File: src/rtl/hub75_scanner_pkg.sv
`default_nettype none
// ============================================================================
// Module   : hub75_scanner_pkg
// Purpose  : Shared HUB75 timing constants, scanner state encoding and pixel
//            field layout. The pattern and dimmer stages use the same layout.
// Contents : COLS, SCAN_ROWS, BITS, BASE_TICKS, counter widths,
//            scan_state_t, pixel field offsets, plane_bits(), plane_ticks()
// Revision : 1.0  initial release
// ============================================================================
package hub75_scanner_pkg;

    // Panel geometry and modulation depth
    localparam int COLS       = 32;
    localparam int SCAN_ROWS  = 16;
    localparam int BITS       = 8;
    localparam int BASE_TICKS = 4;

    // Counter and bus widths
    localparam int COL_W    = 5;
    localparam int ROW_W    = 4;
    localparam int PLANE_W  = 3;
    localparam int PHASE_W  = 2;
    localparam int ADDR_W   = 11;
    localparam int PIXEL_W  = 24;
    localparam int CHAN_W   = 8;

    // Wide enough to hold the longest plane (BASE_TICKS << (BITS-1))
    localparam int TICK_W = $clog2(BASE_TICKS << (BITS - 1)) + 1;

    // Pixel word layout {blue, green, red}
    localparam int RED_LSB   = 0;
    localparam int GREEN_LSB = 8;
    localparam int BLUE_LSB  = 16;

    typedef enum logic [1:0] {
        ST_SHIFT   = 2'd0,
        ST_BLANK   = 2'd1,
        ST_LATCH   = 2'd2,
        ST_DISPLAY = 2'd3
    } scan_state_t;

    // Selected bit plane of each channel, returned as {blue, green, red}
    function automatic logic [2:0] plane_bits(input logic [PIXEL_W-1:0] pixel,
                                              input logic [PLANE_W-1:0] plane);
        logic [CHAN_W-1:0] red;
        logic [CHAN_W-1:0] green;
        logic [CHAN_W-1:0] blue;
        red   = pixel[RED_LSB   +: CHAN_W];
        green = pixel[GREEN_LSB +: CHAN_W];
        blue  = pixel[BLUE_LSB  +: CHAN_W];
        return {blue[plane], green[plane], red[plane]};
    endfunction

    // Display time of one bit plane in clk cycles
    function automatic logic [TICK_W-1:0] plane_ticks(input logic [PLANE_W-1:0] plane);
        return TICK_W'(BASE_TICKS) << plane;
    endfunction

endpackage
`default_nettype wire

File: src/rtl/hub75_scanner_bcm_timer.sv
`default_nettype none
// ============================================================================
// Module   : hub75_scanner_bcm_timer
// Purpose  : Bit-plane on-time counter. Loads BASE_TICKS << plane, counts
//            down and flags the final cycle of the display window.
// Ports    : clk   in  clock
//            rst   in  asynchronous reset, active-high
//            load  in  load the count for the given plane
//            plane in  bit plane being displayed
//            done  out high during the last cycle of the window
// Revision : 1.0  initial release
// ============================================================================
module hub75_scanner_bcm_timer
    import hub75_scanner_pkg::*;
(
    input  logic               clk,
    input  logic               rst,
    input  logic               load,
    input  logic [PLANE_W-1:0] plane,
    output logic               done
);

    logic [TICK_W-1:0] r_count;

    always_ff @(posedge clk or posedge rst) begin
        if (rst) begin
            r_count <= '0;
        end else if (load) begin
            r_count <= plane_ticks(plane);
        end else if (r_count != '0) begin
            r_count <= r_count - TICK_W'(1);
        end
    end

    // Loaded on the cycle before the window opens, so count==1 marks the
    // last of exactly plane_ticks(plane) cycles.
    assign done = (r_count == TICK_W'(1));

endmodule
`default_nettype wire

File: src/rtl/hub75_scanner.sv
`default_nettype none
// ============================================================================
// Module   : hub75_scanner
// Purpose  : Reads the displayed frame buffer and drives a 32x32, 1/16-scan
//            HUB75 panel with binary code modulation (8 bits per colour).
//            Adopts the writer's buffer selection only at frame boundaries.
// Ports    : clk, rst               clock, asynchronous active-high reset
//            selected_buffer  in    buffer the writer wants shown next
//            actual_buffer    out   buffer currently shown
//            rd_addr          out   {buffer, row[4:0], col[4:0]}
//            rd_data          in    {B,G,R} pixel, one clk after rd_addr
//            r1,g1,b1         out   upper-half colour bits
//            r2,g2,b2         out   lower-half colour bits
//            panel_clk        out   shift clock (panel samples on rise)
//            lat              out   latch strobe
//            oe_n             out   output enable, active-low
//            a                out   row-select address
// Revision : 1.0  initial release
// ============================================================================
module hub75_scanner
    import hub75_scanner_pkg::*;
(
    input  logic               clk,
    input  logic               rst,
    input  logic               selected_buffer,
    output logic               actual_buffer,
    output logic [ADDR_W-1:0]  rd_addr,
    input  logic [PIXEL_W-1:0] rd_data,
    output logic               r1,
    output logic               g1,
    output logic               b1,
    output logic               r2,
    output logic               g2,
    output logic               b2,
    output logic               panel_clk,
    output logic               lat,
    output logic               oe_n,
    output logic [ROW_W-1:0]   a
);

    scan_state_t         r_state;
    logic [PHASE_W-1:0]  r_phase;
    logic [COL_W-1:0]    r_col;
    logic [ROW_W-1:0]    r_row;
    logic [PLANE_W-1:0]  r_plane;
    logic [PIXEL_W-1:0]  r_upper;
    logic                r_actual_buffer;
    logic [ADDR_W-1:0]   r_rd_addr;
    logic [2:0]          r_rgb1;   // {b1, g1, r1}
    logic [2:0]          r_rgb2;   // {b2, g2, r2}
    logic                r_panel_clk;
    logic                r_lat;
    logic                r_oe_n;
    logic [ROW_W-1:0]    r_a;

    logic                w_timer_load;
    logic                w_timer_done;
    logic                w_last_plane;
    logic                w_frame_end;
    logic [ROW_W-1:0]    w_next_row;
    logic                w_next_buffer;

    assign w_timer_load  = (r_state == ST_LATCH);
    assign w_last_plane  = (r_plane == PLANE_W'(BITS - 1));
    assign w_frame_end   = w_last_plane && (r_row == ROW_W'(SCAN_ROWS - 1));
    assign w_next_row    = w_last_plane ? r_row + ROW_W'(1) : r_row;
    // The writer's choice is only sampled as the last pass of a frame ends
    assign w_next_buffer = w_frame_end ? selected_buffer : r_actual_buffer;

    hub75_scanner_bcm_timer u_bcm_timer (
        .clk   (clk),
        .rst   (rst),
        .load  (w_timer_load),
        .plane (r_plane),
        .done  (w_timer_done)
    );

    // Read pipeline per column (4 cycles, memory latency 1 clk):
    //   the upper address is already on rd_addr when phase 0 starts;
    //   phase 0 issues the lower address, phase 1 captures the upper pixel,
    //   phase 2 drives both halves' colour bits (lower straight from rd_data),
    //   phase 3 raises panel_clk. The colour bits stay put until the next
    //   column's phase 2, so they are stable across the rising edge.
    always_ff @(posedge clk or posedge rst) begin
        if (rst) begin
            r_state         <= ST_SHIFT;
            r_phase         <= '0;
            r_col           <= '0;
            r_row           <= '0;
            r_plane         <= '0;
            r_upper         <= '0;
            r_actual_buffer <= 1'b0;
            r_rd_addr       <= '0;
            r_rgb1          <= '0;
            r_rgb2          <= '0;
            r_panel_clk     <= 1'b0;
            r_lat           <= 1'b0;
            r_oe_n          <= 1'b1;
            r_a             <= '0;
        end else begin
            case (r_state)
                ST_SHIFT: begin
                    case (r_phase)
                        2'd0: begin
                            r_rd_addr   <= {r_actual_buffer, 1'b1, r_row, r_col};
                            r_panel_clk <= 1'b0;
                        end
                        2'd1: begin
                            r_upper <= rd_data;
                        end
                        2'd2: begin
                            r_rgb1 <= plane_bits(r_upper, r_plane);
                            r_rgb2 <= plane_bits(rd_data, r_plane);
                        end
                        default: begin
                            r_panel_clk <= 1'b1;
                            r_col       <= r_col + COL_W'(1);
                            if (r_col == COL_W'(COLS - 1)) begin
                                r_state <= ST_BLANK;
                            end else begin
                                r_rd_addr <= {r_actual_buffer, 1'b0, r_row, r_col + COL_W'(1)};
                            end
                        end
                    endcase
                    r_phase <= r_phase + PHASE_W'(1);
                end

                ST_BLANK: begin
                    // Last rising edge of the shift is visible this cycle
                    r_panel_clk <= 1'b0;
                    r_a         <= r_row;
                    r_lat       <= 1'b1;
                    r_state     <= ST_LATCH;
                end

                ST_LATCH: begin
                    r_lat   <= 1'b0;
                    r_oe_n  <= 1'b0;
                    r_state <= ST_DISPLAY;
                end

                ST_DISPLAY: begin
                    if (w_timer_done) begin
                        r_oe_n          <= 1'b1;
                        r_plane         <= r_plane + PLANE_W'(1);
                        r_row           <= w_next_row;
                        r_actual_buffer <= w_next_buffer;
                        // Prime the first upper-half address of the next pass
                        r_rd_addr       <= {w_next_buffer, 1'b0, w_next_row, COL_W'(0)};
                        r_state         <= ST_SHIFT;
                    end
                end
            endcase
        end
    end

    assign actual_buffer = r_actual_buffer;
    assign rd_addr       = r_rd_addr;
    assign r1            = r_rgb1[0];
    assign g1            = r_rgb1[1];
    assign b1            = r_rgb1[2];
    assign r2            = r_rgb2[0];
    assign g2            = r_rgb2[1];
    assign b2            = r_rgb2[2];
    assign panel_clk     = r_panel_clk;
    assign lat           = r_lat;
    assign oe_n          = r_oe_n;
    assign a             = r_a;

endmodule
`default_nettype wire

File: config.mk
export PLATFORM = sky130hd
export DESIGN_NAME = hub75_scanner
export DESIGN_NICKNAME = d
export VERILOG_FILES = /design/src/rtl/hub75_scanner_pkg.sv /design/src/rtl/hub75_scanner_bcm_timer.sv /design/src/rtl/hub75_scanner.sv
export SDC_FILE = /design/constraint.sdc
export NUM_CORES = 1
export LEC_CHECK = 0
export ABC_CLOCK_PERIOD_IN_PS = 3600
export BUFFER_PORTS_ARGS = -buffer_cell sky130_fd_sc_hd__buf_2
export CELL_PAD_IN_SITES_DETAIL_PLACEMENT = 0
export CELL_PAD_IN_SITES_GLOBAL_PLACEMENT = 1
export CORE_MARGIN = 2
export CORE_UTILIZATION = 50
export DETAILED_ROUTE_END_ITERATION = 7
export HOLD_SLACK_MARGIN = 0.08
export PLACE_DENSITY = 0.84
export RECOVER_POWER = 50
export SYNTH_ARGS = -nofsm -noshare
export SYNTH_HDL_FRONTEND = slang
export SYNTH_HIERARCHICAL = 1
export SYNTH_SLANG_ARGS = --single-unit
File: constraint.sdc
create_clock -name clk -period 3.6 [get_ports clk]
set_input_delay 0.54 -clock clk [delete_from_list [all_inputs] [get_ports clk]]
set_output_delay 0.54 -clock clk [all_outputs]
set_load 0.1 [all_outputs]
Word-level counts from Yosys, hierarchy flattened
Cells that the tools add are included.
{"block": "classes", "addsub": 5, "n_lt_le_gt_ge": 1, "n_eq_ne": 14, "shift": 1, "muxes": 29, "bitwise": 1, "reduce_logical": 19}
{"cell": "11-bit case mux with 2 select lines", "count": 2}
{"cell": "11-bit two-way mux", "count": 2}
{"cell": "10-bit two-way mux", "count": 2}
{"cell": "1-bit binary-select mux with 3-bit select", "count": 6}
{"cell": "2-bit AND reduction", "count": 6}
{"cell": "10-bit by 1-bit equality test with 1-bit output, second input constant", "count": 1}
{"cell": "10-bit nonzero test", "count": 1}
{"cell": "2-bit nonzero test", "count": 5}
{"cell": "3-bit by 3-bit << shifter with 10-bit output, first input constant", "count": 1}
{"cell": "10-bit by 1-bit subtractor with 10-bit output, second input constant", "count": 1}
{"cell": "1-bit two-way mux", "count": 8}
{"cell": "1-bit case mux with 2 select lines", "count": 4}
{"cell": "2-bit case mux with 4 select lines", "count": 1}
{"cell": "2-bit equality test, second input constant", "count": 3}
{"cell": "2-bit two-way mux", "count": 3}
{"cell": "2-bit != test, second input constant", "count": 3}
{"cell": "5-bit by 1-bit adder with 5-bit output, second input constant", "count": 1}
{"cell": "5-bit equality test, second input constant", "count": 1}
{"cell": "4-bit by 1-bit adder with 4-bit output, second input constant", "count": 1}
{"cell": "2-bit by 1-bit equality test with 1-bit output, second input constant", "count": 2}
{"cell": "4-bit equality test, second input constant", "count": 1}
{"cell": "2-bit logical NOT", "count": 2}
{"cell": "3-bit by 4-bit less-than comparator with 1-bit output, second input constant", "count": 1}
{"cell": "4-bit two-way mux", "count": 1}
{"cell": "11 further kinds", "count": 11}
{"block": "totals", "regBits": 75, "inputBits": 27, "out_inout_bits": 25, "wordCells": 85}

Depth between registers and ports, before layout
{"block": "depth", "word_depth": 5, "depth_mapped": 9, "ltp_nobuf": 7}

Cells and area by module
Netlist, hierarchy kept.
{"module": "hub75_scanner", "n_inst": 1, "cells_each": 269, "area_per_inst_um2": 3359.5, "seq_area_each_um2": 1627.8}
{"module": "hub75_scanner_bcm_timer", "n_inst": 1, "cells_each": 74, "area_per_inst_um2": 665.6, "seq_area_each_um2": 250.2}

Least setup slack after synthesis
Ideal clock, no wire load.
{"block": "synth_path", "kind": "reg-to-reg", "startpoint": "reg u_bcm_timer.r_count[4]", "endpoint": "reg r_rd_addr[8], in the netlist rd_addr[8]", "setup_time_ns": 0.126, "t_arrival_ns": 1.849, "required_ns": 3.474, "path_slack_ns": 1.625, "stages_incl_launch_ff": 9, "path_buffers": 2, "synth_period_minus_slack_ns": 1.975, "cell_sequence": "dfrtp_1 -> buf_6 -> nor4_1 -> and4_1 -> buf_4 -> nand2_2 -> nor2_1 -> nor2b_1 -> o32a_1"}
{"block": "synth_between", "elab_chain_cells": 3}
{"element": "start, declared", "line": "hub75_scanner_bcm_timer.sv:23", "rtl": "logic [TICK_W-1:0] r_count;"}
{"element": "start signal, assigned", "line": "hub75_scanner_bcm_timer.sv:29", "rtl": "r_count <= plane_ticks(plane);"}
{"element": "start signal, assigned", "line": "hub75_scanner_bcm_timer.sv:31", "rtl": "r_count <= r_count - TICK_W'(1);"}
{"element": "10-bit by 1-bit equality test with 1-bit output", "line": "hub75_scanner_bcm_timer.sv:37", "rtl": "assign done = (r_count == TICK_W'(1));"}
{"element": "net w_timer_done", "line": "hub75_scanner.sv:57", "rtl": "logic w_timer_done;"}
{"element": "2-bit by 1-bit != test with 1-bit output (no source line)"}
{"element": "4-bit AND reduction (no source line)"}
{"element": "end signal, assigned", "line": "hub75_scanner.sv:105", "rtl": "r_rd_addr <= {r_actual_buffer, 1'b1, r_row, r_col};"}
{"element": "end signal, assigned", "line": "hub75_scanner.sv:121", "rtl": "r_rd_addr <= {r_actual_buffer, 1'b0, r_row, r_col + COL_W'(1)};"}
{"element": "end signal, assigned", "line": "hub75_scanner.sv:149", "rtl": "r_rd_addr <= {w_next_buffer, 1'b0, w_next_row, COL_W'(0)};"}
{"element": "end, declared", "line": "hub75_scanner.sv:48", "rtl": "logic [ADDR_W-1:0] r_rd_addr;"}
The timed path passes the listed nets, and every way through them passes these cells.
A chain may end at the register's enable or synchronous reset.

Worst setup path after layout
Same ends and word-level chain as after synthesis.

==> impl_metrics.ini <==
[setup_path]
crit_arrival_ns = 2.50
worst_setup_path_end_kind = flop
crit_type = reg2reg
startpoint = u_bcm_timer/r_count[4]
cp.required_ns = 3.85
crit_fanout = 8
worstReg2RegStart = u_bcm_timer/r_count[4]
cp-start-kind = flop

[timing]
timing.fmax_ghz = 0.443
hold_violations = 0
worstMarginPinSlew_ns = 1.17
layout_min_cycle_time_ns = 2.25
slew_headroom = 0.226
maxSlewViolCount = 0
rsz0062_at_grt = false
finalSetupTns_ns = 0
skew_ns = 0.0107
setup_viol = 0
final.period_utilization = 0.626

[global_route]
overflow = 0
gr-usage-all-layers = 0.193
grt_max_degree = 44
grt_first_pass_wirelength_um = 13200
grt_pass1_vias = 2717
antenna_found_initial = 0

[cells_and_area]
n_antenna_cell = 0
multi_input_area_um2 = 1970
syn_to_final_growth_pct = 11.3
fillers = 695
fin_nets = 433
instances_no_fill = 498
final-seq-area_um2 = 1880
drive_gt1_frac = 0.275

[drt]
viasPerCell = 5.53
post_drt_wl_per_cell_um = 16.3
first_iter_violations = 122
first_pass_iters = 4
ant_nets = 0
finalWirelength_um = 8140
num_vias = 2755
post-route-drc-count = 0

[clock_tree]
ctsHoldBuffers = 0
root_buffer = clkbuf_8
clock_latency_ns = 0.36
path_clk_slew_ns = 0.09
cts_resized = 0
cts.sinks = 75
clk_path_buf_depth = 2
tritoncts = yes
cts_buffers = 9
htree_levels = 3
post-cts-setup-buffers = 0

[placement]
gp_congestion = 0.808
place_inst = 482
place_hpwl_um = 5640
port-buffer-count = 51

[pwr]
p_leak_uw = 0.00209
p_per_area_nw_per_um2 = 369
power_uw = 1650
peakVddDrop_v = 0.000173

[die]
die_w_um = 93.7
start_util = 0.518
die_y_um = 93.7
core_um2 = 7770
ios = 52
die_area_um2 = 8780
rows = 32

[synth]
post_synth.cell_area_avg_um2 = 11.7
synth-seq-area-share = 0.467
ys_ff_latch = 75
yosysWarnings = 6
synth_enable_flop_cells = 0
syn-num-nets = 385
synthFlopType = dfrtp_1
syn-cell-area_um2 = 4030
postSynthCellCount = 343
synth-async-reset-ratio = 1.00
synth.distinct_cells = 57

[hold_path]
hp-class = in2async

[status]
status = complete, no violations

[flow_run]
drv_cap = 0
==> cell usage in the layout (no fill, tap or decap), types with 7 or more instances in the layout <==
master and n:
clkbuf_8 10, mux2i_1 28, mux2_4 21, nor2_1 16
nor3_1 8, dfrtp_1 74, xnor2_1 7, nand2_1 30
ha_1 15, buf_2 48, mux2_2 12, o21ai_1 8
a22oi_1 14, inv_1 10
==> synth_stat cells, drive strengths merged, types with 3 or more instances <==
cell type | instances | area (µm²)
nand3 | 4 | 25.0
o31ai | 3 | 22.5
ha | 15 | 188
nand2 | 33 | 139
clkbuf | 3 | 11.3
a22o | 5 | 43.8
nand2b | 5 | 31.3
xor2 | 6 | 52.6
nand4 | 4 | 25.0
buf | 13 | 124
o21ai | 13 | 65.1
a22oi | 14 | 105
nor3 | 8 | 40.0
inv | 11 | 41.3
nor2 | 16 | 60.1
mux2i | 28 | 280
mux2 | 36 | 484
xnor2 | 7 | 61.3
dfrtp | 74 | 1850
a21oi | 7 | 46.3
nor2b | 5 | 31.3
o32ai | 5 | 43.8
==> area by class of cell <==
class,count,share of cell area
multi-input cells,241,0.439
flip-flops and latches,75,0.419
repair buffers,53,0.0589
clock buffers,11,0.0315
well taps,102,0.0285
clock inverters,5,0.0137
inverters,11,0.00921
==> flip-flops by register name, indices dropped and copies added (netlist names) <==
name and count:
a 4, actual_buffer 1, lat 1, oe_n 1
panel_clk 1, r_col 5, r_phase 2, r_plane 3
r_rgb1 3, r_rgb2 3, r_row 4, r_state 2
r_upper 24, rd_addr 11, u_bcm_timer/r_count 10
==> logic make-up after synthesis <==
logic type	Yosys count	share of synthesized area
xor+xnor	13	0.0283
compound gates	63	0.114
simple gates	86	0.110
buf+inv	27	0.0438
fa+ha+maj	15	0.0466
mux	64	0.190
flops	75	0.467
==> worst paths after layout <==
kind                            cells after the start  slack [ns]                endpoint
worst max-delay path                                6        1.35              rd_addr[8]
worst min-delay path                                2        0.16  u_bcm_timer/r_count[8]
worst max register to register                      6        1.35              rd_addr[8]
worst min register to register                      1        0.48              rd_addr[9]
max in group asynchronous                           3        1.70              r_phase[1]
min in group clk                                    2        0.43              r_upper[3]
==> power by group <==
| group | switching [µW] | internal (µW) | leakage, µW |
|---|---|---|---|
| Sequential | 10.2 | 860 | 0.000940 |
| Combinational | 74.6 | 38.9 | 0.00106 |
| Clock | 329 | 342 | 0.0000922 |
==> layer usage <==
layer / track usage / share of wire
met1: 0.264 / 0.48
met5: 0 / 0
met3: 0.0570 / 0.044
met4: 0.0809 / 0.015
met2: 0.288 / 0.46
==> metrics by stage <==
stage / hold slack (ns) / setup WS [ns] / instance area [µm²] / utilization
floorplan: 0.380 / 1.44 / 4030 / -
global placement: 0.461 / 1.41 / 4290 / 0.552
detailed placement: 0.462 / 1.35 / 4290 / 0.552
CTS: 0.173 / 1.34 / 4490 / 0.578
global route: 0.191 / 1.15 / 4480 / 0.577
finish: 0.158 / 1.35 / 4480 / 0.577
==> critical path, cell delays in order, from the launching register on <==
cell and delay (ns):
dfrtp_1 0.46, nor4_1 0.44, and4_1 0.45, nand2_2 0.19, nor2_1 0.22, nor2b_1 0.07, o32a_1 0.32
Power figures use the tool's default switching activity.
